$ cat config.mk
export PLATFORM = sky130hd
export DESIGN_NAME = sevenseg_capture
export DESIGN_NICKNAME = d
export VERILOG_FILES = /design/src/rtl/sevenseg_pkg.sv /design/src/rtl/sevenseg_glyph_decode.sv /design/src/rtl/sevenseg_capture.sv
export SDC_FILE = /design/constraint.sdc
export NUM_CORES = 1
export LEC_CHECK = 0
export BUFFER_PORTS_ARGS = -buffer_cell sky130_fd_sc_hd__buf_4
export CAP_MARGIN = 20
export CELL_PAD_IN_SITES_DETAIL_PLACEMENT = 1
export CELL_PAD_IN_SITES_GLOBAL_PLACEMENT = 1
export CORE_MARGIN = 2
export CORE_UTILIZATION = 45
export CTS_CLUSTER_SIZE = 10
export DETAILED_ROUTE_END_ITERATION = 16
export MAX_ROUTING_LAYER = met4
export PLACE_DENSITY_LB_ADDON = 0.1
export SYNTH_ARGS = -nofsm -noshare
export SYNTH_HDL_FRONTEND = slang
export SYNTH_SLANG_ARGS = --single-unit
$ cat constraint.sdc
create_clock -name clk -period 2.75 [get_ports clk]
set_clock_uncertainty 0.05 [all_clocks]
set_input_delay 0.4125 -clock clk [delete_from_list [all_inputs] [get_ports clk]]
set_output_delay 0.4125 -clock clk [all_outputs]
set_load 0.01 [all_outputs]
$ cat src/rtl/sevenseg_pkg.sv
// Shared seven-segment constants: active-low glyph patterns (bit0 = a .. bit6 = g) and digit count.
package sevenseg_pkg;

    localparam int unsigned NUM_DIGITS = 4;

    localparam logic [6:0] SEG_0     = 7'b1000000;
    localparam logic [6:0] SEG_1     = 7'b1111001;
    localparam logic [6:0] SEG_2     = 7'b0100100;
    localparam logic [6:0] SEG_3     = 7'b0110000;
    localparam logic [6:0] SEG_4     = 7'b0011001;
    localparam logic [6:0] SEG_5     = 7'b0010010;
    localparam logic [6:0] SEG_6     = 7'b0000010;
    localparam logic [6:0] SEG_7     = 7'b1111000;
    localparam logic [6:0] SEG_8     = 7'b0000000;
    localparam logic [6:0] SEG_9     = 7'b0011000;
    localparam logic [6:0] SEG_A     = 7'b0001000;
    localparam logic [6:0] SEG_B     = 7'b0000011;
    localparam logic [6:0] SEG_C     = 7'b1000110;
    localparam logic [6:0] SEG_D     = 7'b0100001;
    localparam logic [6:0] SEG_E     = 7'b0000110;
    localparam logic [6:0] SEG_F     = 7'b0001110;
    localparam logic [6:0] SEG_BLANK = 7'h7F;

endpackage

$ cat src/rtl/sevenseg_glyph_decode.sv
// Inverse hex glyph decoder: active-low segment pattern to nibble, ok=0 for non-glyph patterns.
module sevenseg_glyph_decode
    import sevenseg_pkg::*;
(
    input  logic [6:0] pattern,
    output logic [3:0] nibble,
    output logic       ok
);

    always_comb begin
        nibble = 4'h0;
        ok     = 1'b1;
        case (pattern)
            SEG_0:   nibble = 4'h0;
            SEG_1:   nibble = 4'h1;
            SEG_2:   nibble = 4'h2;
            SEG_3:   nibble = 4'h3;
            SEG_4:   nibble = 4'h4;
            SEG_5:   nibble = 4'h5;
            SEG_6:   nibble = 4'h6;
            SEG_7:   nibble = 4'h7;
            SEG_8:   nibble = 4'h8;
            SEG_9:   nibble = 4'h9;
            SEG_A:   nibble = 4'hA;
            SEG_B:   nibble = 4'hB;
            SEG_C:   nibble = 4'hC;
            SEG_D:   nibble = 4'hD;
            SEG_E:   nibble = 4'hE;
            SEG_F:   nibble = 4'hF;
            default: ok = 1'b0;
        endcase
    end

endmodule

$ cat src/rtl/sevenseg_capture.sv
// Reconstructs the 16-bit hex value from the multiplexed seven-segment bus.
// Optional stale-frame timeout enabled by defining SEVENSEG_CAPTURE_TIMEOUT_EN.
module sevenseg_capture
    import sevenseg_pkg::*;
#(
    parameter int unsigned STABLE_CYCLES  = 16,
    parameter int unsigned TIMEOUT_CYCLES = 1_000_000
) (
    input  logic        clk,
    input  logic        reset,
    input  logic [6:0]  seg,
    input  logic [3:0]  an,
    output logic [15:0] value,
    output logic [3:0]  value_ok,
    output logic        frame_valid,
    output logic        stale
);

    localparam logic [15:0] STABLE  = 16'(STABLE_CYCLES);
    localparam logic [31:0] TIMEOUT = 32'(TIMEOUT_CYCLES);

    typedef enum logic [0:0] {StIdle, StCollect} state_e;

    state_e                  state_q, state_d;
    logic [6:0]              s_seg_q;
    logic [NUM_DIGITS-1:0]   s_an_q;
    logic [15:0]             cnt_q, cnt_d;
    logic [NUM_DIGITS-1:0]   seen_q, seen_d;
    logic [3:0]              nib_q [NUM_DIGITS];
    logic [3:0]              nib_d [NUM_DIGITS];
    logic [NUM_DIGITS-1:0]   ok_q, ok_d;
    logic [15:0]             value_q, value_d;
    logic [3:0]              value_ok_q;
    logic                    frame_valid_q;

    logic [NUM_DIGITS-1:0]   an_low;
    logic                    slot_valid;
    logic                    pair_same;
    logic                    capture;
    logic                    frame_done;
    logic [3:0]              dec_nibble;
    logic                    dec_ok;

    sevenseg_glyph_decode u_decode (
        .pattern (s_seg_q),
        .nibble  (dec_nibble),
        .ok      (dec_ok)
    );

    // Slot select is only meaningful when exactly one anode is driven low.
    assign an_low     = ~s_an_q;
    assign slot_valid = (an_low != '0) && ((an_low & (an_low - 1'b1)) == '0);
    assign pair_same  = ({seg, an} == {s_seg_q, s_an_q});
    assign capture    = pair_same && slot_valid && (cnt_q == STABLE - 16'd1);

    always_comb begin
        cnt_d = cnt_q;
        if (!pair_same || !slot_valid) begin
            cnt_d = '0;
        end else if (cnt_q != STABLE) begin
            cnt_d = cnt_q + 16'd1;
        end
    end

    always_comb begin
        value_d = '0;
        for (int i = 0; i < NUM_DIGITS; i++) begin
            nib_d[i] = nib_q[i];
            ok_d[i]  = ok_q[i];
            if (capture && an_low[i]) begin
                nib_d[i] = dec_nibble;
                ok_d[i]  = dec_ok;
            end
            value_d[4*i +: 4] = nib_d[i];
        end
    end

    // FSM: state register
    always_ff @(posedge clk) begin
        if (reset) begin
            state_q <= StIdle;
        end else begin
            state_q <= state_d;
        end
    end

    // FSM: next state
    always_comb begin
        state_d = state_q;
        unique case (state_q)
            StIdle:    if (capture) state_d = StCollect;
            StCollect: if (frame_done) state_d = StIdle;
            default:   state_d = StIdle;
        endcase
    end

    // FSM: outputs (frame completion and seen tracking)
    always_comb begin
        frame_done = 1'b0;
        seen_d     = seen_q;
        if (capture) begin
            if ((state_q == StCollect) && ((seen_q | an_low) == '1)) begin
                frame_done = 1'b1;
                seen_d     = '0;
            end else begin
                seen_d = seen_q | an_low;
            end
        end
    end

    always_ff @(posedge clk) begin
        if (reset) begin
            s_seg_q       <= SEG_BLANK;
            s_an_q        <= '1;
            cnt_q         <= '0;
            seen_q        <= '0;
            ok_q          <= '0;
            value_q       <= '0;
            value_ok_q    <= '0;
            frame_valid_q <= 1'b0;
            for (int i = 0; i < NUM_DIGITS; i++) begin
                nib_q[i] <= '0;
            end
        end else begin
            s_seg_q       <= seg;
            s_an_q        <= an;
            cnt_q         <= cnt_d;
            seen_q        <= seen_d;
            ok_q          <= ok_d;
            frame_valid_q <= frame_done;
            for (int i = 0; i < NUM_DIGITS; i++) begin
                nib_q[i] <= nib_d[i];
            end
            if (frame_done) begin
                value_q    <= value_d;
                value_ok_q <= ok_d;
            end
        end
    end

    assign value       = value_q;
    assign value_ok    = value_ok_q;
    assign frame_valid = frame_valid_q;

`ifdef SEVENSEG_CAPTURE_TIMEOUT_EN
    logic [31:0] to_cnt_q, to_cnt_d;
    logic        stale_q;

    assign to_cnt_d = (to_cnt_q == TIMEOUT) ? to_cnt_q : to_cnt_q + 32'd1;

    always_ff @(posedge clk) begin
        if (reset || frame_done) begin
            to_cnt_q <= '0;
            stale_q  <= 1'b0;
        end else begin
            to_cnt_q <= to_cnt_d;
            stale_q  <= stale_q || (to_cnt_d == TIMEOUT);
        end
    end

    assign stale = stale_q;
`else
    logic unused_timeout_cfg;
    assign unused_timeout_cfg = ^TIMEOUT;
    assign stale              = 1'b0;
`endif

endmodule
## Word-level counts from Yosys, hierarchy flattened

Memories as Yosys holds them, arrays and structs flattened.
Index checks and enable logic that the tools add are counted.

- Add/sub/neg operators: 2
- Eq/ne operators: 19
- Mux-type cells: 23
- Bitwise operators: 8
- Reductions and logical operators: 16

Operator list:

| operator | number |
|---|---|
| $pmux W4 S15 | 1 |
| $mux W4 | 9 |
| $eq A7 B7 Y1 const B | 4 |
| $eq A7 B5 Y1 const B | 3 |
| $eq A7 B6 Y1 const B | 3 |
| $add A16 B1 Y16 const B | 1 |
| $eq A16 B4 Y1 const B | 1 |
| $ne A16 B5 Y1 const B | 1 |
| $reduce_or A16 Y1 | 1 |
| $eq A7 B2 Y1 const B | 2 |
| $eq A7 B4 Y1 const B | 2 |
| $mux W1 | 12 |
| $eq A11 B11 Y1 | 1 |
| $logic_and A1 B1 Y1 | 8 |
| $eq A7 B3 Y1 const B | 1 |
| $logic_not A7 Y1 | 1 |
| $and A4 B4 Y4 | 1 |
| $eq A4 B4 Y1 const B | 1 |
| $logic_not A4 Y1 | 1 |
| $not A4 Y4 | 1 |
| $or A1 B1 Y1 | 4 |
| $or A4 B4 Y4 | 1 |
| $reduce_bool A4 Y1 | 1 |
| $sub A4 B1 Y4 const B | 1 |
| other kinds (5) | 6 |

- Flip-flop bits (word level): 57
- Bits in writable memories: 16
- Input bits: 13
- Output and inout bits: 22
- Logic and storage cells: 78
- Memories: 1

Memories:

| memory | depth | width | read ports | clocked after Yosys merged registers in | wr ports | RTL line | text |
|---|---|---|---|---|---|---|---|
| nib_q | 4 | 4 | 4 | 0 | 4 | sevenseg_capture.sv:29 | `logic [3:0] nib_q [NUM_DIGITS];` |

## Logic depth before layout (Yosys ltp)

Gate-level depths: netlist of the first run.

- Depth in word-level cells: 10
- Depth in mapped cells: 8
- Mapped depth without buffers: 7

## By module

From an unflattened synthesis of the first run, not the netlist that was laid out.

- Cell total of the unflattened synthesis: 345
- Area total of the unflattened synthesis: 3418.3 sq um

Modules (own cells, without submodules):

| module | instances | cells an instance | area an instance (sq um) | seq. area each (sq um) |
|---|---|---|---|---|
| sevenseg_capture | 1 | 292 | 3040.4 | 1461.4 |
| sevenseg_glyph_decode | 1 | 53 | 377.9 | 0.0 |

## Worst setup path before layout of the first run

OpenSTA, ideal clock, no wires.

- Path kind: input to register
- Start point: in an[3]
- End point: reg value_ok_q[2] (netlist: value_ok[2])
- Library setup time: 120 ps
- Data arrival time: 1984 ps
- Required time: 2580 ps
- Slack: 595 ps
- Stages on the path: 7
- Buffers on the path: 1
- Cells stage by stage: or3b_1 a211oi_1 nand3_1 or4_1 buf_6 mux2i_1 o2bb2ai_1

- Cells in the longest elaborated chain, start to end: 5
- Elaborated cells between the ends (all ways): 6
- Those cells by class: 1 x eq/ne; 2 x mux; 3 x reduce/logical

RTL lines:

| element | RTL line | text |
|---|---|---|
| start, declared | sevenseg_capture.sv:12 | `input logic [3:0] an,` |
| $eq A11 B11 Y1 (*) | sevenseg_capture.sv:53 | `assign pair_same = ({seg, an} == {s_seg_q, s_an_q});` |
| $logic_and A1 B1 Y1 (*) (2 in series) | sevenseg_capture.sv:54 | `assign capture = pair_same && slot_valid && (cnt_q == STABLE - 16'd1);` |
| $logic_and A1 B1 Y1 | sevenseg_capture.sv:70 | `if (capture && an_low[i]) begin` |
| $mux W1 | sevenseg_capture.sv:70 |  |
| end signal, assigned | sevenseg_capture.sv:136 | `value_ok_q <= ok_d;` |
| end, declared | sevenseg_capture.sv:33 | `logic [3:0] value_ok_q;` |

Mark *: on every way between the ends. The rest lies on a longest branch, timed or not.
A chain may end at the register's enable or synchronous reset.

## Worst setup path after layout of the first run

- Start point: reg s_an_q[2]
- End point: reg value_q[14] (netlist: value[14])

- Cells in the longest elaborated chain, start to end: 9
- Elaborated cells between the ends (all ways): 16
- Those cells by class: 1 x add/sub; 2 x eq/ne; 3 x mux; 3 x bitwise; 7 x reduce/logical

RTL lines:

| element | RTL line | text |
|---|---|---|
| start, declared | sevenseg_capture.sv:26 | `logic [NUM_DIGITS-1:0] s_an_q;` |
| start signal, assigned | sevenseg_capture.sv:126 | `s_an_q <= an;` |
| $not A4 Y4 | sevenseg_capture.sv:51 | `assign an_low = ~s_an_q;` |
| $sub A4 B1 Y4 | sevenseg_capture.sv:52 | `assign slot_valid = (an_low != '0) && ((an_low & (an_low - 1'b1)) == '0);` |
| $and A4 B4 Y4 | sevenseg_capture.sv:52 |  |
| $logic_not A4 Y1 | sevenseg_capture.sv:52 |  |
| $logic_and A1 B1 Y1 | sevenseg_capture.sv:52 |  |
| $logic_and A1 B1 Y1 (2 in series) | sevenseg_capture.sv:54 |  |
| $logic_and A1 B1 Y1 | sevenseg_capture.sv:70 |  |
| $mux W4 | sevenseg_capture.sv:70 |  |
| end signal, assigned | sevenseg_capture.sv:135 | `value_q <= value_d;` |
| end, declared | sevenseg_capture.sv:32 | `logic [15:0] value_q, value_d;` |

Parallel ways exist; a longest one is shown, timed or not.

==> PnR_summary.wiki, run 1 <==
{| class="wikitable"
! Metric !! Value
|-
| Run status || finished clean
|-
| Netlist Area Pre-Place || 3191 um2
|-
| Ant diodes || 0
|-
| Cells on worst reg2reg path || 6
|-
| Maximum fanout along the worst path || 6
|-
| Remaining antenna violation count after routing || 0
|-
| Share of synthesized area spent on multiplexers || 0.06902
|-
| Most repeated cell in the gate-level netlist after synthesis || sky130_fd_sc_hd__dfxtp_1
|-
| Synthesized-area fraction occupied by ao, oa, aoi and oai cells || 0.1286
|-
| Relative max-transition margin || 0.6125
|-
| Worst path arrival time || 2.71 ns
|-
| Area of the multi-input gates || between 1500 and 2000 um2
|-
| Layout-stage area growth over the synthesis result || 17.37%
|-
| Synthesized-area fraction occupied by adder cells || 0.007843
|-
| Vias per inst || roughly 5.3
|-
| Filler cell count in the final layout || 793
|-
| Post-layout total power || 0.002112 W
|-
| Total number of vias || 2,465
|-
| Synth Flop Type || sky130_fd_sc_hd__dfxtp_1
|-
| Overall track demand over capacity in global routing || 0.2087
|-
| Number of synthesized flops with an enable pin || 0
|-
| Hold_ws || 0.2230 ns
|-
| Fraction of final layout cells with drive strength greater than 1 || 0.2162
|-
| Hold violation total from the final report || 0
|-
| Clock-pin slew reported for the worst setup and hold paths after clock tree synthesis || 0.08 ns
|-
| Crit path from || s_an_q[2]
|-
| Grt ovf || 0
|-
| RR Endpoint || value[14]
|-
| DR WL/cell || 15.52 um
|-
| # hold bufs at CTS || 0
|-
| Xor and xnor area share after synthesis || 0.06863
|-
| Number of global-route vias before repair || 2,435
|-
| Worst endpoint required time || approximately 3 ns
|-
| CTS tree || yes
|-
| Hpwl dp || roughly 5000 um
|-
| Initial antenna violation count || 0
|-
| Share of synthesized flip-flops with an asynchronous set or reset || 0
|-
| Cell types occupying the most area after synthesis || sky130_fd_sc_hd__dfxtp_1, sky130_fd_sc_hd__mux2i_1, sky130_fd_sc_hd__o2bb2ai_1
|-
| Fraction of the cycle the final worst path needs || 0.9228
|-
| Top post-synthesis cells by count || sky130_fd_sc_hd__dfxtp_1, sky130_fd_sc_hd__nor2_1, sky130_fd_sc_hd__mux2i_1
|-
| Root Buffer || sky130_fd_sc_hd__clkbuf_8
|-
| Slew at the pin with the worst max-slew slack || approximately 0.58 ns
|-
| Count of unique library cells instantiated by Yosys || 57
|-
| Area of the die || 7779 um2
|-
| Yosys warnings || 0
|-
| Proportion of netlist area held by the largest area contributor || 0.4580
|-
| Initial core utilization || 0.4670
|-
| Reg-to-Reg Start || s_an_q[2]
|-
| Core region area || between 6000 and 7000 um2
|-
| Mean area per synthesized cell || 9.610 um2
|-
| Type of element capturing the critical path || flip-flop
|-
| Total wire length || approximately 7200 um
|-
| Layout Nets || 380
|-
| IO Count || 35
|-
| FF-to-FF setup slack || 0.21 ns
|-
| Summed negative setup slack over all endpoints || 0 ns
|-
| Routability-driven placement congestion ratio || about 0.83
|-
| Post-CTS Resized || 0
|-
| CP endpoint || value[14]
|-
| Highest clock frequency the design can meet || 394.1 MHz
|-
| Crit path kind || flip-flop to flip-flop
|-
| Syn nets || 347
|-
| Max Cap Violations || 0
|-
| Setup repair after global routing missed its margin || false
|-
| Drt pass-1 iters || 4
|-
| Cell Pwr Density || around 560 nW/um2
|-
| Largest net degree at the start of global routing || 39
|-
| Min cycle time layout || 2.538 ns
|-
| Instance count after placement with tap cells included || between 400 and 500
|-
| Die Ht || about 88 um
|-
| Sort of element at the start of the critical path || flip-flop
|-
| DRC violation count after routing || 0
|-
| Worst IR Drop VDD || 0.3397 mV
|-
| Violation count after the first detailed-routing iteration || between 80 and 90
|-
| Count of final max-slew check failures || 0
|-
| Worst hold path class || input pin to flip-flop
|-
| First-pass GRT wire length || 12,140 um
|-
| Number of H-tree levels || 3
|-
| Number of standard cells in the layout, taps in and fillers out || 466
|-
| Dominant combinational cell family by area after synthesis || simple AND/OR/NAND/NOR gates
|-
| Leakage dissipation || ~1.6 nW
|-
| Library cell with the largest summed area after synthesis || sky130_fd_sc_hd__dfxtp_1
|-
| Sequential element share of the synthesized area || 0.4580
|-
| Sinks on Clock Net || 73
|-
| Share of synthesized cell area in and, or, nand and nor gates || 0.2188
|-
| Bufs on Longest Clock Path || 2
|-
| TritonCTS Buffers || 9
|-
| Number of placement rows || 30
|-
| Clk_lat worst skew || 0.34 ns
|-
| Post-CTS Setup Inserts || 0
|-
| Area taken by flip-flops and latches || 1461 um2
|-
| Post-synthesis instance total || 332
|-
| Flip-flop and latch count after synthesis || 73
|-
| Number of failing setup endpoints in the final timing report || 0
|-
| Number of I/O port buffers || 33
|-
| Die span in x || 88.20 um
|}
final cells by class:
class,instances,area share
clock buffer,9,0.03308
multi-input combinational,228,0.4210
timing repair buffer,45,0.09021
inverter,8,0.008019
tap,96,0.03207
sequential,73,0.3902
clock inverter,7,0.02539
sequential cells by signal, summed over array words and instances (netlist names):
name	flops
value_ok	4
ok_q	4
value	16
seen_q	4
s_an_q	4
frame_valid	1
state_q	1
cnt_q	16
s_seg_q	7
nib_q	16
stage by stage:
stage	area, um2	setup slack (ns)	utilization
after CTS	3745	0.2019	0.5482
after global placement	3526	0.1812	0.5161
after detailed placement	3526	0.1578	0.5161
after global routing	3745	0.07497	0.5482
final	3745	0.2124	0.5482
after floorplan	3191	0.5952	-
routing by layer:
layer / wire [um] / GRT usage / part of all wire
met1: 3698 / 0.2869 / 0.51
met3: 217 / 0.05090 / 0.030
met5: 0 / - / 0
met2: 3213 / 0.3008 / 0.44
met4: 101 / 0.06887 / 0.014
report_power, final:
group	internal [W]	total, W	switching [W]
Combinational	0.0000482	0.000114	0.0000655
Sequential	0.00106	0.00108	0.0000111
Clock	0.000509	0.000923	0.000414
Total	0.00162	0.00211	0.000491
worst min path at each step:
| stage | depth (start not counted) | slack, ns | start | end |
|---|---|---|---|---|
| finish | 2 | 0.22 | seg[5] | s_seg_q[5] |
| CTS | 2 | 0.21 | seg[5] | s_seg_q[5] |
| detailed placement | 1 | 0.40 | value[12] | value[12] |
| global placement | 1 | 0.40 | value[1] | value[1] |
| global route | 2 | 0.20 | seg[5] | s_seg_q[5] |
| floorplan | 2 | 0.39 | seen_q[3] | seen_q[3] |
worst max-delay path, cell delays in order (launching register included):
cell and delay [ns]:
sky130_fd_sc_hd__dfxtp_1 0.46, sky130_fd_sc_hd__or3b_1 0.42, sky130_fd_sc_hd__a211oi_1 0.23, sky130_fd_sc_hd__nand3_1 0.15
sky130_fd_sc_hd__or4_1 0.69, sky130_fd_sc_hd__mux2i_1 0.33, sky130_fd_sc_hd__o2bb2ai_1 0.10
logic make-up after synthesis:
logic type / count (synthesis)
AO/OA/AOI/OAI: 50
XOR/XNOR: 25
adder cells (fa/ha/maj): 2
buffers and inverters: 31
flip-flops: 73
multiplexers: 22
other: 1
AND/OR/NAND/NOR: 128
cell usage in the layout, fill, tap and decap left out, types with 8 or more instances in the layout:
master / Yosys / final
sky130_fd_sc_hd__xor2_1: 20 / 20
sky130_fd_sc_hd__nor2_1: 43 / 43
sky130_fd_sc_hd__inv_1: 8 / 8
sky130_fd_sc_hd__clkbuf_8: 0 / 9
sky130_fd_sc_hd__dfxtp_1: 73 / 73
sky130_fd_sc_hd__buf_4: 1 / 45
sky130_fd_sc_hd__o2bb2ai_1: 20 / 20
sky130_fd_sc_hd__nand2_1: 15 / 15
sky130_fd_sc_hd__or2_2: 12 / 12
sky130_fd_sc_hd__mux2i_1: 22 / 22
sky130_fd_sc_hd__nand3_1: 13 / 13
Note: power is estimated with default switching activity, not from simulation.
==> run 2, diff against run 1 <==
CORE_UTILIZATION = 25   (was 45)
==> run 2 against run 1 <==
  * Flip-flop and latch count did not move
  * Worst hold slack better by 0.0048 ns
  * Sequential power barely moved
  * First-iteration DRC count did not move
  * Die area is 76% higher
  * Worst setup slack better by 0.096 ns
==> PnR_summary.wiki, run 2 (synthesized netlist as in run 1, its figures left out) <==
{| class="wikitable"
! Metric !! Value
|-
| Crit path kind || flip-flop to flip-flop
|-
| IO Count || 35
|-
| Die Ht || 117.0 um
|-
| Max Cap Violations || 0
|-
| DR WL/cell || roughly 15 um
|-
| Commonest cells after routing, fill and taps aside || sky130_fd_sc_hd__dfxtp_1, sky130_fd_sc_hd__buf_4, sky130_fd_sc_hd__nor2_1, sky130_fd_sc_hd__mux2i_1
|-
| Routability-driven placement congestion ratio || 0.7462
|-
| Grt ovf || 0
|-
| Filler cell count in the final layout || around 1,500
|-
| Area of the die || about 14,000 um2
|-
| Summed negative setup slack over all endpoints || 0 ns
|-
| FF-to-FF setup slack || 0.31 ns
|-
| DRC violation count after routing || 0
|-
| Layout Nets || 381
|-
| Fraction of final layout cells with drive strength greater than 1 || 0.2156
|-
| Layout-stage area growth over the synthesis result || 24.51%
|-
| Cell Pwr Density || 644.2 nW/um2
|-
| Vias per inst || 4.613
|-
| Number of placement rows || 41
|-
| Total wire length || 7895 um
|-
| Post-layout total power || 0.002559 W
|-
| Slew at the pin with the worst max-slew slack || between 0.5 and 0.6 ns
|-
| TritonCTS Buffers || 9
|-
| Violation count after the first detailed-routing iteration || 81
|-
| Drt pass-1 iters || 4
|-
| Instance count after placement with tap cells included || 527
|-
| Worst path arrival time || ~2.6 ns
|-
| Number of global-route vias before repair || 2,492
|-
| Clock-pin slew reported for the worst setup and hold paths after clock tree synthesis || 0.06 ns
|-
| Worst endpoint required time || 2.93 ns
|-
| Post-CTS Setup Inserts || 0
|-
| Type of element capturing the critical path || flip-flop
|-
| Number of failing setup endpoints in the final timing report || 0
|-
| Count of final max-slew check failures || 0
|-
| Sort of element at the start of the critical path || flip-flop
|-
| Leakage dissipation || 1.624 nW
|-
| Min cycle time layout || around 2.4 ns
|-
| Initial antenna violation count || 0
|-
| Post-CTS Resized || 0
|-
| Clk_lat worst skew || around 0.34 ns
|-
| Core region area || 12,520 um2
|-
| Root Buffer || sky130_fd_sc_hd__clkbuf_16
|-
| Maximum fanout along the worst path || 6
|-
| Highest clock frequency the design can meet || 409.6 MHz
|-
| Largest net degree at the start of global routing || 39
|-
| # hold bufs at CTS || 0
|-
| Initial core utilization || 0.2549
|-
| CTS tree || yes
|-
| Run status || finished clean
|-
| Number of standard cells in the layout, taps in and fillers out || 543
|-
| Worst IR Drop VDD || 0.2346 mV
|-
| Relative max-transition margin || 0.6162
|-
| Overall track demand over capacity in global routing || 0.1310
|-
| Number of H-tree levels || 3
|-
| First-pass GRT wire length || 13,270 um
|-
| Most common cell after layout, fill and taps aside || sky130_fd_sc_hd__dfxtp_1
|-
| Hpwl dp || 5513 um
|-
| Bufs on Longest Clock Path || 2
|-
| Sinks on Clock Net || 73
|-
| Setup repair after global routing missed its margin || false
|-
| Fraction of the cycle the final worst path needs || 0.8879
|-
| Worst hold path class || input pin to flip-flop
|-
| Ant diodes || 0
|-
| Number of I/O port buffers || 33
|-
| Remaining antenna violation count after routing || 0
|-
| Die span in x || 117.0 um
|-
| Hold violation total from the final report || 0
|-
| Total number of vias || 2,505
|}
==> run 2: cell count changes in the layout (fill, tap and decap cells not counted), sizes merged <==
cell	before	now
clkinvlp	4	1
buf	45	46
bufinv	2	3
clkbuf	9	10
inv	8	9
==> run 2: worst paths after layout <==
kind                  start          to  depth (start not counted)
setup reg to reg  s_an_q[2]    value[2]                          6
hold reg to reg    value[2]    value[2]                          1
hold / removal       seg[4]  s_seg_q[4]                          2
setup / recovery  s_an_q[2]    value[2]                          6
==> run 2: report_power, final <==
part | internal (W) | switching, W | leakage, nW
clock | 0.000891 | 0.000472 | 0.163
combinational | 0.0000492 | 0.0000719 | 0.869
sequential | 0.00107 | 0.00000874 | 0.591
==> run 2: stage by stage <==
stage,hold WS [ns],setup WS (ns),utilization,cell area (um2)
after floorplan,0.3889,0.5952,-,3191
after global placement,0.4004,0.1789,0.2899,3628
after detailed placement,0.3993,0.1852,0.2899,3628
after CTS,0.2161,0.2469,0.3174,3973
after global routing,0.2172,0.09528,0.3174,3973
final,0.2279,0.3083,0.3174,3973
==> run 2: worst max-delay path: stages, from the launching register on <==
cell	delay (ns)
sky130_fd_sc_hd__dfxtp_1	0.43
sky130_fd_sc_hd__or3b_1	0.42
sky130_fd_sc_hd__a211oi_2	0.24
sky130_fd_sc_hd__o2111ai_2	0.23
sky130_fd_sc_hd__or3_1	0.58
sky130_fd_sc_hd__mux2i_1	0.30
sky130_fd_sc_hd__o2bb2ai_1	0.08
==> run 2: final cells by class <==
cell class	instances	area, um2	share of cell area
flip-flops and latches	73	1461	0.3679
repair buffers	46	345.3	0.08693
inverters	8	30.03	0.007559
multi-input cells	228	1577	0.3968
clock buffers	10	229.0	0.05764
clock inverters	6	115.1	0.02898
well taps	172	215.2	0.05417
==> run 2: per-layer routing <==
metal,up-vias,GRT usage,routed length (um),share of wire
li1,1241,-,-,-
met1,1225,0.1651,3916,0.50
met2,27,0.2000,3626,0.46
met3,12,0.03244,208,0.026
met4,0,0.05647,144,0.018
met5,-,-,0,0
